File: src/rtl/response_collector.sv
// rtl/response_collector.sv - gathers parallel per-port responses into one summed result
//
// Tracks which targeted ports have answered after a fan-out request, sums their
// data (wrapping), ORs their error flags, enforces a COLLECT timeout and presents
// one result upstream over a valid/ready handshake.
//
// Ports:
//   clk, rst_n          clock, asynchronous active-low reset
//   start, abort        begin collection (IDLE only) / drop current operation
//   target_mask         ports expected to respond, latched on accepted start
//   busy                high whenever not IDLE
//   port_rsp_valid/ready/data/err   per-port response channels
//   out_valid/ready     result handshake
//   out_data            wrapping sum of accepted response data
//   out_err             OR of err over accepted responses
//   out_timeout         result produced by timeout
//   out_missing_mask    expected ports that never responded
module response_collector #(
  parameter int NUM_PORTS = 4,
  parameter int DATA_W    = 32,
  parameter int TIMEOUT   = 256
) (
  input  logic                          clk,
  input  logic                          rst_n,
  input  logic                          start,
  input  logic                          abort,
  input  logic [NUM_PORTS-1:0]          target_mask,
  output logic                          busy,
  input  logic [NUM_PORTS-1:0]          port_rsp_valid,
  output logic [NUM_PORTS-1:0]          port_rsp_ready,
  input  logic [NUM_PORTS*DATA_W-1:0]   port_rsp_data,
  input  logic [NUM_PORTS-1:0]          port_rsp_err,
  output logic                          out_valid,
  input  logic                          out_ready,
  output logic [DATA_W-1:0]             out_data,
  output logic                          out_err,
  output logic                          out_timeout,
  output logic [NUM_PORTS-1:0]          out_missing_mask
);

  localparam int TW = $clog2(TIMEOUT + 1);

  typedef enum logic [1:0] {
    S_IDLE,
    S_COLLECT,
    S_DONE
  } state_t;

  state_t                r_state;
  state_t                w_next;
  logic [NUM_PORTS-1:0]  r_expect;
  logic [NUM_PORTS-1:0]  r_got;
  logic [DATA_W-1:0]     r_acc;
  logic                  r_err;
  logic                  r_timeout;
  logic [NUM_PORTS-1:0]  r_missing;
  logic [TW-1:0]         r_timer;

  logic                  w_collect;
  logic                  w_done;
  logic [NUM_PORTS-1:0]  w_fire;
  logic [NUM_PORTS-1:0]  w_got_next;
  logic                  w_complete;
  logic                  w_last_tick;
  logic [DATA_W-1:0]     w_sum;
  logic                  w_err_in;

  assign w_collect = (r_state == S_COLLECT);
  assign w_done    = (r_state == S_DONE);

  // Ready depends only on registered state; a port drops out once it has answered.
  assign port_rsp_ready = w_collect ? (r_expect & ~r_got) : '0;

  // abort suppresses acceptance so nothing from an aborted cycle is ever counted.
  assign w_fire      = port_rsp_valid & port_rsp_ready & {NUM_PORTS{~abort}};
  assign w_got_next  = r_got | w_fire;
  assign w_complete  = (w_got_next == r_expect);
  assign w_last_tick = (r_timer == TW'(TIMEOUT - 1));

  always_comb begin
    w_sum    = r_acc;
    w_err_in = r_err;
    for (int i = 0; i < NUM_PORTS; i++) begin
      if (w_fire[i]) begin
        w_sum    = w_sum + port_rsp_data[i*DATA_W +: DATA_W];
        w_err_in = w_err_in | port_rsp_err[i];
      end
    end
  end

  always_comb begin
    w_next = r_state;
    case (r_state)
      S_IDLE: begin
        if (start && !abort)
          w_next = (target_mask == '0) ? S_DONE : S_COLLECT;
      end
      S_COLLECT: begin
        if (abort)
          w_next = S_IDLE;
        else if (w_complete || w_last_tick)
          w_next = S_DONE;
      end
      S_DONE: begin
        if (abort || out_ready)
          w_next = S_IDLE;
      end
      default: w_next = S_IDLE;
    endcase
  end

  always_ff @(posedge clk or negedge rst_n) begin
    if (!rst_n)
      r_state <= S_IDLE;
    else
      r_state <= w_next;
  end

  always_ff @(posedge clk or negedge rst_n) begin
    if (!rst_n) begin
      r_expect  <= '0;
      r_got     <= '0;
      r_acc     <= '0;
      r_err     <= 1'b0;
      r_timeout <= 1'b0;
      r_missing <= '0;
      r_timer   <= '0;
    end else begin
      case (r_state)
        S_IDLE: begin
          if (start && !abort) begin
            r_expect  <= target_mask;
            r_got     <= '0;
            r_acc     <= '0;
            r_err     <= 1'b0;
            r_timeout <= 1'b0;
            r_missing <= '0;
            r_timer   <= '0;
          end
        end
        S_COLLECT: begin
          if (!abort) begin
            r_got <= w_got_next;
            r_acc <= w_sum;
            r_err <= w_err_in;
            // Completion outranks timeout; the timer stops at TIMEOUT-1 and never wraps.
            if (!w_complete) begin
              if (w_last_tick) begin
                r_timeout <= 1'b1;
                r_missing <= r_expect & ~w_got_next;
              end else begin
                r_timer <= r_timer + TW'(1);
              end
            end
          end
        end
        default: ;
      endcase
    end
  end

  // Result fields are only exposed in DONE so stale partial sums never leak out.
  assign busy             = (r_state != S_IDLE);
  assign out_valid        = w_done;
  assign out_data         = w_done ? r_acc : '0;
  assign out_err          = w_done & r_err;
  assign out_timeout      = w_done & r_timeout;
  assign out_missing_mask = w_done ? r_missing : '0;

endmodule

File: config.mk
export PLATFORM = sky130hd
export DESIGN_NAME = response_collector
export DESIGN_NICKNAME = d
export VERILOG_FILES = /design/src/rtl/response_collector.sv
export SDC_FILE = /design/constraint.sdc
export NUM_CORES = 1
export LEC_CHECK = 0
export CORE_UTILIZATION = 24
export CTS_CLUSTER_SIZE = 20
export DETAILED_ROUTE_END_ITERATION = 10
export HOLD_SLACK_MARGIN = 0.02
export SLEW_MARGIN = 20
export SYNTH_ARGS = -nofsm -noshare
export SYNTH_HDL_FRONTEND = slang
export SYNTH_SLANG_ARGS = --single-unit
export TNS_END_PERCENT = 1
File: constraint.sdc
create_clock -name clk -period 10.78 [get_ports clk]
set_clock_uncertainty 0.1 [all_clocks]
set_input_delay 1.617 -clock clk [delete_from_list [all_inputs] [get_ports clk]]
set_output_delay 1.617 -clock clk [all_outputs]
set_load 0.05 [all_outputs]
==> out/results.ini, run 1 <==
[setup_path]
cp_data_required_time_ns=10.89
path_class=input port to flip-flop
critical_path.max_stage_delay_ns=0.46
slowest_stage=clkdlybuf4s50_1
critPathCaptureType=flip-flop
reg2regPathDepth=43
worst_r2r_endpoint=r_acc[31]
critPathLaunchType=input port
endpoint=r_acc[31]
path_max_fanout=6
startpoint=port_rsp_data[0]
rrSetupSlack_ns=1.96
arrival_ns=10.26
worstReg2RegStart=r_acc[0]

[synth]
synth-edff-count=0
syn_nets=1709
syn-mean-instance-area_um2=7.291
netlist_area_um2=10370
synthTopCellsByArea=ha_1, dfrtp_1, a21oi_1
synth.most_common_cell=nand2_1
synth-seq-area-share_pct=13.76
synth_cell_types=70
synth_top_area_share_pct=16.65
synth_common_cells=nand2_1, a21oi_1, ha_1, nor2_1, o21ai_0
async_flop_share_pct=100.0
yosysTopAreaCell=ha_1
syn-instance-count=1422
synthFlopType=dfrtp_1
ys_ff_latch=57
yosysWarnings=0

[status]
run_status=finished, final reports clean

[route]
vias=10920
vias_per_cell=5.046
first_pass_iters=5
wl_per_cell_um=17.87
drc=0
first_iter_violations=718
routed_wl_mm=38.69
postRouteAntennaNets=0

[clock_network]
cts_buffers=9
tritoncts=yes
cts_hold_buf=0
clock_latency_ns=0.33
cts_root_buf=clkbuf_16
clk_pin_slew_ns=0.06
htreeDepth=3
cts.sinks=57
cts_max_path_buffers=2

[power]
irDropWorstVdd_v=0.00006952
power_density_nw_per_um2=207.1
power_w=0.002746
p_leak_nw=6.146

[global_routing]
grt_max_degree=58
grt.overflow.total=0
grt_first_pass_wirelength_mm=58.77
first_global_vias=10550
antenna_found_initial=0
track_usage_pct=17.19

[sta]
final_hold_viol_count=0
max_slew_margin_pct=49.24
min_period_ns=10.15
setup_violations=0
worst_pin_slew_ns=0.7613
slew_violations=0
max_freq_mhz=98.52
fin_crit_sh_pct=94.16

[finish]
fin_area_um2=13260
nNetsFinal=1870
area_growth_pct=27.90
drive_above_1_share_pct=5.353
diodes=0

[floorplan]
die_h_um=209.8
die_x_um=209.8
fp.coreArea_um2=42320
design.die.area_um2=44030
pin_count=189
initial_core_util_pct=24.50
fp-row-count=75

[hold_path]
min_path_type=flip-flop to flip-flop

[placed_design]
port_buffers=188
dp_hpwl_mm=32.86
gp_routability_congestion=0.9429
postPlaceCellArea_um2=12900

[run]
drv_cap=0

[worst min path at each step]
stage / depth (start not counted) / startpoint / endpoint
2_1_floorplan: 2 / r_missing[0] / r_missing[0]
3_3_place_gp: 2 / r_expect[3] / r_expect[3]
3_5_place_dp: 2 / r_missing[2] / r_missing[2]
4_1_cts: 2 / r_missing[2] / r_missing[2]
5_1_grt: 1 / r_timeout / r_timeout
6_report: 2 / r_missing[2] / r_missing[2]
[per-stage QoR]
stage / TNS, ns / utilization (%) / hold slack [ns] / setup WS, ns / std cells
6_report: 0 / 31.33 / 0.4078 / 0.6294 / 2165
5_1_grt: -0.05290 / 31.33 / 0.4226 / -0.05290 / 2165
4_1_cts: 0 / 31.24 / 0.4019 / 0.4236 / 2164
3_5_place_dp: 0 / 30.48 / 0.3894 / 0.1177 / 2148
3_3_place_gp: 0 / 30.48 / 0.3900 / 0.3527 / 2148
2_1_floorplan: 0 / - / 0.3584 / 1.609 / 1422
[state kept, by name, summed over array words and instances (netlist names)]
register	cells
r_expect	4
r_state	2
r_err	1
r_timeout	1
r_timer	9
r_acc	32
r_got	4
r_missing	4
[layout make-up]
class,instances,area (um^2)
clock buffers,11,242.7
clock inverters,5,78.83
fillers,4545,29060
inverters,55,206.4
multi-input cells,1252,8557
flip-flops and latches,57,1426
well taps,577,721.9
repair buffers,208,2027
[worst max-delay path, delay by kind of cell]
family          cells  cell delay, ns
buf+inv             3            0.60
fa+ha+maj           5            1.57
compound gates     23            4.07
xor+xnor            4            0.83
simple gates        9            1.55
[cells in the final DEF (no fill, tap or decap), drive strengths merged, types with 5 or more instances in the layout]
master | Yosys | routed
clkdlybuf4s50 | 0 | 187
nand2 | 158 | 158
a21oi | 155 | 155
ha | 138 | 138
nor2 | 123 | 123
o21ai | 118 | 118
a21o | 76 | 76
xnor2 | 69 | 69
dfrtp | 57 | 57
inv | 55 | 55
xor2 | 45 | 45
and2 | 44 | 44
nand3 | 30 | 30
mux2 | 26 | 26
nor3 | 21 | 21
buf | 5 | 21
o21bai | 20 | 20
nand4 | 20 | 20
a31oi | 17 | 17
and3 | 14 | 14
nor2b | 14 | 14
a221o | 12 | 12
nand2b | 11 | 11
a211oi | 11 | 11
o21a | 11 | 11
o31ai | 11 | 11
clkbuf | 53 | 11
or3 | 10 | 10
o211ai | 10 | 10
a21boi | 7 | 7
mux2i | 6 | 6
a22o | 5 | 5
nor3b | 5 | 5
[layer usage]
| layer | up-vias | GRT usage (%) | wire length (um) |
|---|---|---|---|
| li1 | 5497 | - | - |
| met1 | 5075 | 23.91 | 18660 |
| met2 | 314 | 27.67 | 17170 |
| met3 | 38 | 1.751 | 1849 |
| met4 | 0 | 5.588 | 1011 |
| met5 | - | 0 | 0 |
[what timing repair did]
action                     CTS  global route
setup endpoints to repair    0             3
resized for setup            0             7
buffers inserted             0             1
[cell families after synthesis]
| group | after synthesis | share of synthesized area [%] |
|---|---|---|
| DFF | 57 | 13.76 |
| AOI/OAI and AO/OA | 493 | 30.16 |
| muxes | 32 | 3.440 |
| xor gates and xnor gates | 115 | 9.848 |
| buffers and inverters | 113 | 4.115 |
| and+or+nand+nor | 470 | 21.25 |
| adders and majority gates | 142 | 17.43 |
[report_power, final]
| part | switching [W] | total, W | internal, W |
|---|---|---|---|
| combinational | 0.00120 | 0.00206 | 0.000866 |
| sequential | 0.0000943 | 0.000372 | 0.000278 |
| clock | 0.000104 | 0.000312 | 0.000208 |
(Power assumes the default switching activity.)
==> run 2: changes to the inputs <==
--- a/config.mk
+++ b/config.mk
@@ -5,6 +5,7 @@
 export SDC_FILE = /design/constraint.sdc
 export NUM_CORES = 1
 export LEC_CHECK = 0
+export CORE_MARGIN = 2
 export CORE_UTILIZATION = 24
 export CTS_CLUSTER_SIZE = 20
 export DETAILED_ROUTE_END_ITERATION = 10
==> out/results.ini, run 2 (same netlist as run 1, synthesis figures left out) <==
[placed_design]
pre_cts_slack_ns=0.3853  ; +0.2676 ns
dp_hpwl_mm=32.99  ; +0.39%
port_buffers=188  ; unchanged
gp_routability_congestion=0.9415  ; -0.15%
postPlaceCellArea_um2=12900  ; about the same

[finish]
largest_register=r_acc
layout_commonest_cell=clkdlybuf4s50_1
nNetsFinal=1868  ; -0.11%
area_growth_pct=27.34
drive_above_1_share_pct=4.981  ; -0.37 points
top_regs=r_acc: 32 flops, r_timer: 9 flops
fin_area_um2=13200  ; -0.44%
final_cell_mix=clkdlybuf4s50_1, nand2_1, a21oi_1, ha_1, nor2_1
diodes=0  ; unchanged
largest_reg_flops=32  ; unchanged

[power]
p_leak_nw=6.096  ; -0.82%
power_density_nw_per_um2=205.2  ; -0.91%
power_w=0.002709  ; -1.4%
irDropWorstVdd_v=0.00008848  ; +27%

[sta]
max_freq_mhz=98.66  ; +0.15%
finalSetupTns_ns=0  ; unchanged
worst_pin_slew_ns=0.9983  ; +0.2370 ns
slew_violations=0  ; unchanged
max_slew_margin_pct=33.20  ; -16 points
fin_crit_sh_pct=94.02  ; -0.14 points
final_hold_viol_count=0  ; unchanged
setup_violations=0  ; unchanged
rsz0062_at_grt=false
layout_setup_ws_ns=0.6445  ; +0.01510 ns
min_period_ns=10.14  ; -0.01510 ns

[clock_network]
cts_buffers=9  ; unchanged
cts.sinks=57  ; unchanged
htreeDepth=3  ; unchanged
postCtsSetupRepairBufs=0  ; unchanged
cts_hold_buf=0  ; unchanged
clock_latency_ns=0.34  ; about the same
tritoncts=yes
cts_max_path_buffers=2  ; unchanged
clk_pin_slew_ns=0.05  ; about the same
cts_root_buf=clkbuf_16

[route]
drc=0  ; unchanged
wl_per_cell_um=17.68  ; -1.0%
first_pass_iters=5  ; unchanged
postRouteAntennaNets=0  ; unchanged
first_iter_violations=708  ; -1.4%
routed_wl_mm=38.39  ; -0.78%
vias=10710  ; -1.9%
vias_per_cell=4.935  ; -2.2%

[global_routing]
first_global_vias=10400  ; -1.4%
grtUsageMet1_pct=23.25  ; -0.65 points
met2_usage_pct=26.99  ; -0.68 points
grt.overflow.total=0  ; unchanged
grt_first_pass_wirelength_mm=57.84  ; -1.6%
antenna_found_initial=0  ; unchanged
grt_util_met3_pct=1.572  ; -0.18 points
track_usage_pct=16.70  ; -0.49 points
grt_max_degree=58  ; unchanged
top_usage_layer=met2

[setup_path]
path_max_fanout=7  ; +1
critPathLaunchType=input port
cp_data_required_time_ns=10.90  ; about the same
reg2regPathDepth=37  ; -14%
critPathCaptureType=flip-flop
rrSetupSlack_ns=1.96  ; about the same
path_class=input port to flip-flop
slowest_stage=o21ai_0
crit_top_cell=ha_1
worst_r2r_endpoint=r_acc[31]
worstReg2RegStart=r_acc[0]
critical_path.max_stage_delay_ns=0.50  ; +0.04 ns
arrival_ns=10.25  ; about the same

[floorplan]
design.die.area_um2=44880  ; +1.9%
fp.coreArea_um2=42890  ; +1.3%
fp-row-count=76  ; +1.3%
die_h_um=211.8  ; +0.95%
die_x_um=211.8  ; +0.95%
initial_core_util_pct=24.17  ; -0.32 points
pin_count=189  ; unchanged

[hold_path]
hold_end=r_missing[0]
hold_depth=2  ; unchanged
min_path_type=flip-flop to flip-flop
hold_path.startpoint=r_missing[0]

[status]
run_status=finished, final reports clean

[run]
drv_cap=0  ; unchanged

## run 2: changes by cell type in the layout (fill, tap and decap cells not counted), moves of 2 or more
cell        before  now
a31oi_2          2    0
clkinvlp_4       0    2
buf_4           20   18
a31oi_1         15   17
## run 2: worst max-delay path: cells and delay by family
kind | cells | cell delay, ns
AO/OA/AOI/OAI | 17 | 3.87
XOR/XNOR | 4 | 0.74
adder cells (fa/ha/maj) | 5 | 1.71
buffers and inverters | 2 | 0.52
multiplexers | 1 | 0.30
AND/OR/NAND/NOR | 9 | 1.49
## run 2: how the worst max path moves through the flow
stage | startpoint | to | slack, ns | cells after the start
3_5_place_dp | port_rsp_data[0] | r_acc[31] | 0.39 | 44
2_1_floorplan | port_rsp_data[0] | r_acc[31] | 1.61 | 43
5_1_grt | port_rsp_data[0] | r_acc[31] | 0.03 | 39
4_1_cts | port_rsp_data[0] | r_acc[31] | 0.71 | 39
3_3_place_gp | port_rsp_data[0] | r_acc[31] | 0.52 | 44
6_report | port_rsp_data[0] | r_acc[31] | 0.64 | 38
## run 2: repair_timing
action | in CTS | in global routing
endpoints found under the hold margin | 0 | 0
endpoints found under the setup margin | 0 | 2
resized for setup | 0 | 1
## run 2: layer usage
metal | vias up | wire length, um
li1 | 5477 | -
met1 | 4921 | 18780
met2 | 269 | 16960
met3 | 47 | 1654
met4 | 0 | 995
met5 | - | 0
## run 2: layout make-up
| cell class | instances | area [um^2] |
|---|---|---|
| fillers | 4597 | 29680 |
| multi-input cells | 1252 | 8527 |
| repair buffers | 206 | 2012 |
| flip-flops and latches | 57 | 1426 |
| well taps | 585 | 732.0 |
| clock buffers | 11 | 242.7 |
| inverters | 55 | 206.4 |
| clock inverters | 5 | 55.05 |
## run 2: report_power, final
group / internal (W) / leakage [nW] / total, W / switching, W
clock network: 0.000184 / 0.142 / 0.000288 / 0.000104
registers: 0.000278 / 0.776 / 0.000371 / 0.0000930
logic: 0.000860 / 5.18 / 0.00205 / 0.00119
total: 0.00132 / 6.10 / 0.00271 / 0.00139
## run 2: stage by stage
stage / util [%] / instances / hold WS, ns
2_1_floorplan: - / 1422 / 0.3584
3_3_place_gp: 30.09 / 2155 / 0.3892
3_5_place_dp: 30.09 / 2155 / 0.3879
4_1_cts: 30.78 / 2171 / 0.3999
5_1_grt: 30.78 / 2171 / 0.4373
6_report: 30.78 / 2171 / 0.3995
==> run 3: changes to the inputs <==
--- a/config.mk
+++ b/config.mk
@@ -10,6 +10,7 @@
 export CTS_CLUSTER_SIZE = 20
 export DETAILED_ROUTE_END_ITERATION = 10
 export HOLD_SLACK_MARGIN = 0.02
+export PLACE_DENSITY = 0.44
 export SLEW_MARGIN = 20
 export SYNTH_ARGS = -nofsm -noshare
 export SYNTH_HDL_FRONTEND = slang
==> out/results.ini, run 3 (same netlist as run 1, synthesis figures left out) <==
[power]
irDropWorstVdd_v=0.00007825  ; -12%
p_leak_nw=6.117  ; +0.35%
power_density_nw_per_um2=208.0  ; +1.4%

[sta]
setup_violations=0  ; unchanged
holdWs_ns=0.4036  ; +0.004059 ns
rsz0062_at_grt=false
finalSetupTns_ns=0  ; unchanged
max_freq_mhz=98.62  ; about the same
min_period_ns=10.14  ; +0.004429 ns
fin_crit_sh_pct=94.06  ; about the same
final_hold_viol_count=0  ; unchanged
worst_pin_slew_ns=0.8375  ; -0.1608 ns
slew_violations=0  ; unchanged
max_slew_margin_pct=44.16  ; +11 points

[floorplan]
fp.coreArea_um2=42890  ; unchanged
initial_core_util_pct=24.17  ; unchanged
pin_count=189  ; unchanged
design.die.area_um2=44880  ; unchanged
die_h_um=211.8  ; unchanged
die_x_um=211.8  ; unchanged
fp-row-count=76  ; unchanged

[placed_design]
dp_hpwl_mm=34.96  ; +6.0%
port_buffers=188  ; unchanged
postPlaceCellArea_um2=12930  ; +0.23%
dp.cells=2159  ; +0.19%
gp_routability_congestion=0.9074  ; -3.6%

[finish]
fillers=4653  ; +1.2%
drive_above_1_share_pct=5.283  ; +0.30 points
instances_no_fill=2176  ; +0.23%
largest_reg_flops=32  ; unchanged
fin_area_um2=13240  ; +0.29%
multi_input_area_um2=8533  ; about the same
layout_commonest_cell=clkdlybuf4s50_1
area_growth_pct=27.71
regArea_um2=1426  ; unchanged
top_regs=r_acc: 32 flops, r_timer: 9 flops
largest_register=r_acc
nNetsFinal=1872  ; +0.21%
final_cell_mix=clkdlybuf4s50_1, nand2_1, a21oi_1, ha_1, nor2_1

[clock_network]
cts.sinks=57  ; unchanged
cts_max_path_buffers=2  ; unchanged
clk_pin_slew_ns=0.06  ; about the same
cts_root_buf=clkbuf_16
tritoncts=yes
htreeDepth=3  ; unchanged
cts_buffers=9  ; unchanged
clock_latency_ns=0.34  ; about the same
postCtsSetupRepairBufs=0  ; unchanged

[status]
run_status=finished, final reports clean

[setup_path]
path_class=input port to flip-flop
critical_path.max_stage_delay_ns=0.46  ; -0.04 ns
slowest_stage=clkdlybuf4s50_1
cp_data_required_time_ns=10.90  ; about the same
critPathLaunchType=input port
arrival_ns=10.26  ; about the same
critPathCaptureType=flip-flop
path_max_fanout=6  ; -1

[global_routing]
first_global_vias=10850  ; +4.4%
track_usage_pct=18.59  ; +1.9 points
grt_first_pass_wirelength_mm=63.16  ; +9.2%
antenna_found_initial=2  ; +2
grt.overflow.total=0  ; unchanged
grt_max_degree=58  ; unchanged

[hold_path]
min_path_type=flip-flop to flip-flop

[run]
drv_cap=0  ; unchanged

[route]
drc=0  ; unchanged
vias_per_cell=5.021  ; +1.7%
first_iter_violations=613  ; -13%
postRouteAntennaNets=0  ; unchanged
vias=10930  ; +2.0%
routed_wl_mm=41.67  ; +8.5%
wl_per_cell_um=19.15  ; +8.3%
first_pass_iters=5  ; unchanged

run 3: cell types whose count changed in the layout (fill, tap and decap cells not counted):
cell     before  now
diode_2       0    1
buf_4        18   22
o21ai_0     110  109
a31oi_2       0    1
a31oi_1      17   16
o21ai_1       8    9
run 3: layer usage:
metal	track usage [%]	share of wire, %
met1	26.98	50
met4	5.488	2.4
met5	0	0
met2	29.23	44
met3	1.424	3.9
run 3: critical path: cells and delay by family:
kind	cells	cell delay, ns
AOI/OAI and AO/OA	25	4.39
adders and majority gates	5	1.55
buffers and inverters	3	0.60
xor gates and xnor gates	4	0.84
and+or+nand+nor	7	1.22
run 3: final timing paths:
kind                       cells after the start              from  slack [ns]            to
min in group asynchronous                      2             rst_n        1.35  r_missing[2]
min                                            2      r_missing[0]        0.40  r_missing[0]
max reg2reg                                   36        r_state[1]        1.89     r_acc[31]
max                                           44  port_rsp_data[0]        0.64     r_acc[31]
max in group asynchronous                      2             rst_n        8.67      r_acc[2]
min reg2reg                                    2      r_missing[0]        0.40  r_missing[0]
run 3: layout make-up:
| cell class | instances | share of cell area [%] |
|---|---|---|
| inverter | 55 | 1.559 |
| clock inverter | 5 | 0.4158 |
| clock buffer | 11 | 1.833 |
| timing repair buffer | 210 | 15.42 |
| sequential | 57 | 10.77 |
| multi-input combinational | 1252 | 64.45 |
| tap | 585 | 5.528 |
| antenna | 1 | 0.01890 |
run 3: what timing repair did:
item / CTS / global route
hold buffers: 0 / 0
endpoints found under the setup margin: 0 / 2
resized for setup: 0 / 3
run 3: through the flow:
step                      setup WS, ns  power [W]  utilization, %
final                           0.6401   0.002754           30.87
after global placement          0.2145   0.002442           30.16
after detailed placement        0.1687   0.002430           30.16
after global routing          0.005167   0.003026           30.87
after CTS                       0.5025   0.002747           30.85
after floorplan                  1.609   0.001859               -
run 3: where the power goes:
part / total, W / internal [W] / switching [W]
clock network: 0.000297 / 0.000184 / 0.000113
logic: 0.00207 / 0.000866 / 0.00121
registers: 0.000383 / 0.000277 / 0.000105
total: 0.00275 / 0.00133 / 0.00143
